<file path="src/rtl/phase_sequencer.sv">
// rtl/phase_sequencer.sv - one-hot F/R/X/M/W instruction-cycle sequencer
// Outputs decode registered state only; memory waits are bounded by MEM_TIMEOUT.
module phase_sequencer #(
  parameter int unsigned MEM_TIMEOUT = 255
) (
  input  logic        clk,
  input  logic        n_rst,
  input  logic        run,
  input  logic        halt_req,
  input  logic        imem_ack,
  input  logic        mem_op,
  input  logic        dmem_ack,
  output logic [4:0]  phase,
  output logic        imem_req,
  output logic        dmem_req,
  output logic        busy,
  output logic        halted,
  output logic        bus_err,
  output logic [4:0]  err_phase,
  output logic [31:0] retired
);

  typedef enum logic [2:0] {
    S_IDLE,
    S_F,
    S_R,
    S_X,
    S_M,
    S_W,
    S_HALT,
    S_ERR
  } state_t;

  localparam logic [15:0] WAIT_LAST = 16'(MEM_TIMEOUT - 1);

  state_t      state_q, state_d;
  logic [15:0] wcnt_q, wcnt_d;
  logic        mem_pend_q, mem_pend_d;
  logic [4:0]  err_phase_q, err_phase_d;
  logic        retire;

  always_ff @(posedge clk) begin
    if (!n_rst) begin
      state_q     <= S_IDLE;
      wcnt_q      <= 16'd0;
      mem_pend_q  <= 1'b0;
      err_phase_q <= 5'd0;
      retired     <= 32'd0;
    end else begin
      state_q     <= state_d;
      wcnt_q      <= wcnt_d;
      mem_pend_q  <= mem_pend_d;
      err_phase_q <= err_phase_d;
      if (retire) begin
        retired <= retired + 32'd1;
      end
    end
  end

  // Ack is tested before the timeout so an ack on the last allowed cycle still advances.
  always_comb begin
    state_d     = state_q;
    wcnt_d      = wcnt_q;
    mem_pend_d  = mem_pend_q;
    err_phase_d = err_phase_q;
    retire      = 1'b0;
    case (state_q)
      S_IDLE, S_HALT: begin
        if (run) begin
          state_d = S_F;
          wcnt_d  = 16'd0;
        end
      end
      S_F: begin
        if (imem_ack) begin
          state_d = S_R;
        end else if (wcnt_q == WAIT_LAST) begin
          state_d     = S_ERR;
          err_phase_d = 5'b00001;
        end else begin
          wcnt_d = wcnt_q + 16'd1;
        end
      end
      S_R: begin
        state_d = S_X;
      end
      S_X: begin
        state_d    = S_M;
        mem_pend_d = mem_op;
        wcnt_d     = 16'd0;
      end
      S_M: begin
        if (!mem_pend_q || dmem_ack) begin
          state_d = S_W;
        end else if (wcnt_q == WAIT_LAST) begin
          state_d     = S_ERR;
          err_phase_d = 5'b01000;
        end else begin
          wcnt_d = wcnt_q + 16'd1;
        end
      end
      S_W: begin
        retire  = 1'b1;
        wcnt_d  = 16'd0;
        state_d = halt_req ? S_HALT : S_F;
      end
      S_ERR: begin
        state_d = S_ERR;
      end
      default: begin
        state_d = S_IDLE;
      end
    endcase
  end

  always_comb begin
    phase = 5'd0;
    case (state_q)
      S_F:     phase = 5'b00001;
      S_R:     phase = 5'b00010;
      S_X:     phase = 5'b00100;
      S_M:     phase = 5'b01000;
      S_W:     phase = 5'b10000;
      default: phase = 5'd0;
    endcase
  end

  assign imem_req  = (state_q == S_F);
  assign dmem_req  = (state_q == S_M) && mem_pend_q;
  assign busy      = |phase;
  assign halted    = (state_q == S_HALT);
  assign bus_err   = (state_q == S_ERR);
  assign err_phase = err_phase_q;

endmodule
</file>
<file path="config.mk">
export PLATFORM = sky130hd
export DESIGN_NAME = phase_sequencer
export DESIGN_NICKNAME = d
export VERILOG_FILES = /design/src/rtl/phase_sequencer.sv
export SDC_FILE = /design/constraint.sdc
export NUM_CORES = 1
export LEC_CHECK = 0
export CORE_ASPECT_RATIO = 1.5
export CORE_MARGIN = 10
export CORE_UTILIZATION = 47
export CTS_CLUSTER_DIAMETER = 200
export DETAILED_ROUTE_END_ITERATION = 6
export GPL_ROUTABILITY_DRIVEN = 0
export GPL_TIMING_DRIVEN = 0
export PLACE_DENSITY_LB_ADDON = 0.05
export SETUP_SLACK_MARGIN = 0.02
export SYNTH_ARGS = -nofsm -noshare
export SYNTH_HDL_FRONTEND = slang
export SYNTH_SLANG_ARGS = --single-unit
</file>
<file path="constraint.sdc">
create_clock -name clk -period 1.8 [get_ports clk]
set_input_delay 0.36 -clock clk [delete_from_list [all_inputs] [get_ports clk]]
set_output_delay 0.36 -clock clk [all_outputs]
set_load 0.1 [all_outputs]
</file>
==> summary.txt, run 1 <==
result of the run: complete, but fails checks
violations in the final reports: negative setup slack
Worst Hold Launch: err_phase[3]
antenna violations before repair: 0
ratio of final minimum period to clock period: 101%
capture point of the worst reg-to-reg path: wcnt_q[12]
Max Clock Skew: 0.00474 ns
first-iteration detailed-routing DRC count: 142
number of buffers inserted by port buffering: 50
total of flip-flops plus latches after synthesis: 54
vias post-DR: 2,923
startpoint-to-endpoint class of the critical path: reg2out
Setup TNS Final: -0.0361 ns
transition time at the pin with the least slew margin: 0.557 ns
Max-Slew Margin vs Limit: 63.0%
final hold violation count: 0
wire length of the first global-routing pass: 13,000 microns
num rows: 34
min cycle time layout: 1.82 ns
worst-case register-to-register setup slack: 0.03 ns
Syn Std Cell Area: 0.00284 sq mm
Placed Cells incl. Taps: 469
number of vias per cell after detailed routing: 5.82
overall fraction of global-route tracks in use: 15.7%
clock-pin slew on the worst setup and hold paths: 0.09 ns
Total Power Consumption: 2.77 mW
most common flop cell mapped by yosys: sky130_fd_sc_hd__dfxtp_1
proportion of layout cells with a drive suffix above 1: 45.3%
max-slew violations: 0
Leak Pwr: 1.61 nW
GR Overflow Total: 0
ordered list of cells on the worst path: clkbuf_16 > clkbuf_16 > nor2_4 > and2_4 > buf_12
Most common cell on crit path: sky130_fd_sc_hd__clkbuf_16
biggest fanout along the worst timing path: 5
number of violations of the max-capacitance limit: 0
drt total wl: 8550 microns
hold_ws: 0.481 ns
Worst EP arrival: 1.46 ns
die area: 0.00961 sq mm
number of fill cells: 403
average detailed-routed wire length per instance: 17.0 microns
origin of the critical flop-to-flop path: wcnt_q[7]
Min-Delay Endpoint: err_phase[3]
number of synthesis warnings: 0
Peak Freq: 549 MHz
Avg Inst Size Synth: 8.23 sq um
number of nets in the finished design: 439
dpl hpwl: 5440 microns
first-pass detailed-route iteration total: 5
Clock Tree Buf Depth: 2
leading cell types by count after synthesis: sky130_fd_sc_hd__dfxtp_1 (54), sky130_fd_sc_hd__nor2_1 (45), sky130_fd_sc_hd__a21oi_1 (27), sky130_fd_sc_hd__xor2_1 (24), sky130_fd_sc_hd__nand4_1 (21)
count of inserted antenna diode cells: 0
Slowest cell on crit path: sky130_fd_sc_hd__dfxtp_4
die width: 83.5 microns
count of nets left with antenna violations after detail routing: 0
Yosys top cell area share: 38.1%
die height: 115 microns
number of remaining DRC errors: 0
most area-hungry cell type in the Yosys netlist: sky130_fd_sc_hd__dfxtp_1
share of the core filled with cells in the final layout: 76.1%
Critical Path Source Type: flop
dominant cells by area after synthesis: sky130_fd_sc_hd__dfxtp_1 (38%), sky130_fd_sc_hd__xor2_1 (7.4%), sky130_fd_sc_hd__nor2_1 (5.9%)
vias in the first global route: 2,727
distinct cell type count of the synthesized netlist: 46
Hold/Removal Path Class: reg2reg
most frequent cell after synthesis: sky130_fd_sc_hd__dfxtp_1
setup repair after global routing missed its margin: yes
CTS tree: yes
number of levels in the clock H-tree: 2
cell count of the worst reg-to-reg path: 7
Hold Crit Depth: 2
Clock Latency Late Sink: 0.31 ns
share of flip-flops with an asynchronous set or reset: 0%
final setup violation count: 3
Layout Area Growth over Synthesis: 56.2%
crit path capture type: output port
largest stage delay on the critical path: 0.39 ns
area of the core region: 0.00583 sq mm
Sinks on Clock Net: 54
TritonCTS Buffers: 5
gate count of the mapped netlist: 345
share of the yosys chip area belonging to registers: 38.1%
Crit path required time: 1.44 ns
power per cell area: 624 mW/mm^2
maximum vdd ir drop: 0.000584 V
number of enable-type register cells in the synthesized netlist: 0
Clk Tree Root Cell: sky130_fd_sc_hd__clkbuf_8
starting density of the core: 48.7%
maximum number of pins on one net before global-route repair: 17
post-layout instance count excluding filler cells: 502
number of top-level pins: 54
crit path setup slack, layout: -0.0212 ns
## logic make-up (layout without fill, tap and decap cells)
kind of cell | count (synthesis) | after routing | share of synthesized area (%)
AND/OR/NAND/NOR | 169 | 169 | 32.8
AO/OA/AOI/OAI | 54 | 54 | 11.4
XOR/XNOR | 30 | 30 | 9.26
flip-flops | 54 | 54 | 38.1
other | 1 | 3 | 0.132
buffers and inverters | 30 | 113 | 5.60
multiplexers | 4 | 4 | 1.41
adder cells (fa/ha/maj) | 3 | 3 | 1.32
## state kept, by name (all words and copies together), names as in the netlist
signal	count
retired	32
err_phase	2
state_q	3
wcnt_q	16
mem_pend_q	1
## timing repair
item                                    CTS  global route
endpoints found under the setup margin   89            50
resized for setup                       219            67
pin swaps                                 9            21
setup buffers                            11            12
hold buffers                              0             0
gates cloned                              1             2
## layout by cell type (no fill, tap or decap), types with 7 or more instances in the layout
cell type	instances
sky130_fd_sc_hd__o31ai_1	10
sky130_fd_sc_hd__a21oi_2	8
sky130_fd_sc_hd__buf_12	11
sky130_fd_sc_hd__or4_1	7
sky130_fd_sc_hd__nand3_1	16
sky130_fd_sc_hd__and3_1	7
sky130_fd_sc_hd__clkdlybuf4s15_2	34
sky130_fd_sc_hd__or4_4	7
sky130_fd_sc_hd__buf_4	25
sky130_fd_sc_hd__inv_1	7
sky130_fd_sc_hd__dfxtp_2	15
sky130_fd_sc_hd__nor2_1	42
sky130_fd_sc_hd__a21oi_1	18
sky130_fd_sc_hd__xor2_1	24
sky130_fd_sc_hd__dfxtp_1	10
sky130_fd_sc_hd__nand2_1	17
sky130_fd_sc_hd__nand4_1	21
sky130_fd_sc_hd__and2_1	7
sky130_fd_sc_hd__dfxtp_4	29
## critical path: cells and delay by family, from the launching register on
| kind | cells | cell delay (ns) |
|---|---|---|
| flops | 1 | 0.39 |
| simple gates | 2 | 0.28 |
| buf+inv | 3 | 0.48 |
## worst max path at each step
stage | from | cells past startpoint | endpoint | slack [ns]
after floorplan | state_q[1] | 4 | dmem_req | -0.15
after global placement | state_q[2] | 5 | halted | -0.83
after detailed placement | state_q[2] | 5 | halted | -0.84
after CTS | state_q[2] | 5 | halted | -0.06
after global routing | state_q[1] | 5 | dmem_req | -0.06
final | state_q[1] | 5 | dmem_req | -0.02
## metal layers
layer / track usage [%] / vias to the layer above / part of all wire [%]
li1: - / 1396 / -
met1: 16.0 / 1411 / 37
met2: 29.7 / 90 / 55
met3: 3.33 / 26 / 5.2
met4: 7.73 / 0 / 3.1
met5: 0 / - / 0
## layout make-up
cell class              instances  area [sq um]  share of cell area [%]
well taps                      72          90.1                    2.03
repair buffers                 76           863                    19.5
plain buffers                  21           221                    4.99
flip-flops and latches         54          1210                    27.2
clock buffers                   6          72.6                    1.64
clock inverters                 2          37.5                   0.846
multi-input cells             263          1910                    43.0
inverters                       8          33.8                   0.762
## report_power, final
part           switching [mW]  total (mW)  internal, mW
logic                   0.431       0.733         0.302
registers              0.0332        1.20          1.17
clock network           0.415       0.831         0.416
## through the flow
stage / area [sq um] / setup WS, ns
after floorplan: 3060 / -0.151
after global placement: 3650 / -0.827
after detailed placement: 3650 / -0.842
after CTS: 4090 / -0.0602
after global routing: 4440 / -0.0582
final: 4440 / -0.0212
Power figures use the tool's default switching activity.
==> run 2: changes to the inputs <==
- CTS_CLUSTER_SIZE: default -> 40
==> results of run 2 <==
No change in the layout: final DEF, timing and power equal those of run 1.
==> run 3: changes to the inputs <==
- CAP_MARGIN: default -> 20
- CORE_MARGIN: 10 -> 4
- SLEW_MARGIN: default -> 20
==> run 3 against run 2 <==
Effect of this change: the run still ends with negative setup slack left; combinational power is 14% higher; register-to-register slack worse by 0.09 ns; cell area is 4.4% higher; die area shrank 23%; clock power is 9.5% lower; setup slack worse by 0.034 ns; clock skew fell by 0.0013 ns; non-clock buffer count up 9; highest routed layer unchanged.
==> summary.txt, run 3 (synthesis results as in run 1) <==
TritonCTS Buffers: 5 (unchanged)
maximum vdd ir drop: 0.000617 V (+5.7%)
number of levels in the clock H-tree: 2 (unchanged)
met3 Resource Use GR: 3.97% (+0.64 points)
Slowest cell on crit path: sky130_fd_sc_hd__or4_1
starting density of the core: 48.7% (unchanged)
first-iteration detailed-routing DRC count: 116 (-18%)
hold_ws: 0.501 ns (+0.0192 ns)
count of inserted antenna diode cells: 0 (unchanged)
violations in the final reports: negative setup slack
clock-pin slew on the worst setup and hold paths: 0.10 ns (about the same)
max-slew violations: 0 (unchanged)
number of remaining DRC errors: 0 (unchanged)
GR Overflow Total: 0 (unchanged)
most crowded layer after global routing: met2
commonest cells after routing, fill and taps aside: sky130_fd_sc_hd__nor2_1 (42), sky130_fd_sc_hd__clkdlybuf4s15_2 (34), sky130_fd_sc_hd__buf_4 (29), sky130_fd_sc_hd__dfxtp_4 (28), sky130_fd_sc_hd__xor2_1 (24)
Total Power Consumption: 2.78 mW (+0.43%)
register ranked first by flip-flop count: retired
Crit path required time: 2.04 ns (+0.60 ns)
antenna violations before repair: 0 (unchanged)
Layout Area Growth over Synthesis: 63.1%
Max-Slew Margin vs Limit: 61.8% (-1.2 points)
die width: 71.5 microns (-14%)
CTS tree: yes
area of the core region: 0.00583 sq mm (unchanged)
crit path capture type: flop
Worst EP arrival: 2.10 ns (+0.64 ns)
drt total wl: 8700 microns (+1.7%)
Hold/Removal Path Class: reg2reg
number of buffers added to fix hold violations after cts: 0 (unchanged)
die area: 0.00737 sq mm (-23%)
internal power component: 1.85 mW (-2.2%)
wire length of the first global-routing pass: 12,800 microns (-1.4%)
biggest fanout along the worst timing path: 6 (+1)
dpl hpwl: 5150 microns (-5.3%)
largest stage delay on the critical path: 0.43 ns (+0.04 ns)
number of vias per cell after detailed routing: 5.76 (-1.1%)
count of nets left with antenna violations after detail routing: 0 (unchanged)
routing usage on met1: 22.2% (+6.2 points)
number of buffers inserted by port buffering: 50 (unchanged)
overall fraction of global-route tracks in use: 21.5% (+5.8 points)
setup slack at placement: -0.819 ns (+0.0229 ns)
Max Clock Skew: 0.00345 ns (-0.00129 ns)
final hold violation count: 0 (unchanged)
average detailed-routed wire length per instance: 17.0 microns (-0.26%)
number of violations of the max-capacitance limit: 0 (unchanged)
ordered list of cells on the worst path: ha_2 > inv_1 > nor3_4 > nand3_1 > or4_1 > a21oi_1
leading cell type in the layout, fill and taps excluded: sky130_fd_sc_hd__nor2_1
Seq pwr share: 42.9% (-0.6 points)
ratio of final minimum period to clock period: 103% (+1.9 points)
Clk Tree Root Cell: sky130_fd_sc_hd__clkbuf_8
Net Sw Frac: 33.6% (+1.8 points)
Clock Tree Buf Depth: 2 (unchanged)
Comb pwr share: 30.1% (+3.6 points)
Peak Freq: 539 MHz (-1.9%)
clock share of power: 27.1% (-2.9 points)
Leak Pwr: 1.67 nW (+3.3%)
crit path setup slack, layout: -0.0556 ns (-0.0344 ns)
min cycle time layout: 1.86 ns (+0.0344 ns)
setup repair after global routing missed its margin: yes
vias in the first global route: 2,770 (+1.6%)
startpoint-to-endpoint class of the critical path: reg2reg
vias post-DR: 2,947 (+0.82%)
power dissipated by switching net loads: 0.933 mW (+6.0%)
max FFs per register: 32 (unchanged)
met2 track utilization from global routing: 41.0% (+11 points)
proportion of layout cells with a drive suffix above 1: 46.1% (+0.79 points)
result of the run: complete, but fails checks
Clock Latency Late Sink: 0.31 ns (about the same)
power per cell area: 600 mW/mm^2 (-3.8%)
final setup violation count: 11 (+8)
transition time at the pin with the least slew margin: 0.567 ns (+0.0100 ns)
Sinks on Clock Net: 54 (unchanged)
first-pass detailed-route iteration total: 4 (-1)
Critical Path Source Type: flop
number of nets in the finished design: 449 (+2.3%)
num rows: 34 (unchanged)
maximum number of pins on one net before global-route repair: 18 (+1)
biggest regs: retired: 32 flops, wcnt_q: 16 flops, state_q: 3 flops
number of top-level pins: 54 (unchanged)
die height: 103 microns (-10%)
==> run 3: layout make-up <==
| cell class | instances | area (sq um) |
|---|---|---|
| clock buffers | 6 | 82.6 |
| inverters | 8 | 33.8 |
| fillers | 379 | 1200 |
| multi-input cells | 264 | 1990 |
| clock inverters | 2 | 16.3 |
| repair buffers | 84 | 965 |
| plain buffers | 22 | 250 |
| well taps | 72 | 90.1 |
| flip-flops and latches | 54 | 1200 |
==> run 3: path summary, 6_finish.rpt <==
| kind | start | endpoint | slack (ns) | depth (start not counted) |
|---|---|---|---|---|
| setup / recovery | wcnt_q[1] | wcnt_q[14] | -0.06 | 6 |
| hold / removal | wcnt_q[6] | wcnt_q[6] | 0.50 | 2 |
| hold reg to reg | wcnt_q[6] | wcnt_q[6] | 0.50 | 2 |
| setup reg to reg | wcnt_q[1] | wcnt_q[14] | -0.06 | 6 |
==> run 3: metrics by stage <==
| step | area (sq um) | TNS (ns) | utilization, % | instances |
|---|---|---|---|---|
| global placement | 3650 | -21.42 | 62.6 | 469 |
| floorplan | 3060 | -0.221 | - | 347 |
| detailed placement | 3650 | -22.57 | 62.6 | 469 |
| global route | 4630 | -1.90 | 79.5 | 512 |
| CTS | 4220 | -0.180 | 72.4 | 491 |
| finish | 4630 | -0.296 | 79.5 | 512 |
==> run 3: power groups by stage <==
| stage | clock network [mW] | registers [mW] | logic [mW] |
|---|---|---|---|
| floorplan | 0 | 1.21 | 0.430 |
| global placement | 0 | 1.22 | 0.537 |
| detailed placement | 0 | 1.22 | 0.539 |
| CTS | 0.750 | 1.20 | 0.686 |
| global route | 0.806 | 1.19 | 0.874 |
| finish | 0.752 | 1.19 | 0.835 |
==> run 3: per-layer routing <==
metal  routed length [microns]  part of all wire (%)
met1                      3320                    38
met2                      4820                    55
met3                       274                   3.1
met4                       280                   3.2
met5                         0                     0
==> run 3: worst max-delay path: cells and delay by family (launching register included) <==
| family | cells | cell delay, ns |
|---|---|---|
| AND/OR/NAND/NOR | 3 | 0.92 |
| flip-flops | 1 | 0.42 |
| adder cells (fa/ha/maj) | 1 | 0.23 |
| AO/OA/AOI/OAI | 1 | 0.12 |
| buffers and inverters | 1 | 0.11 |
==> run 3: repair_timing <==
action / 4_1_cts / 5_1_grt
setup buffers: 12 / 18
endpoints found under the setup margin: 90 / 47
pin swaps: 10 / 31
resized for setup: 238 / 51
cloned: 2 / 3
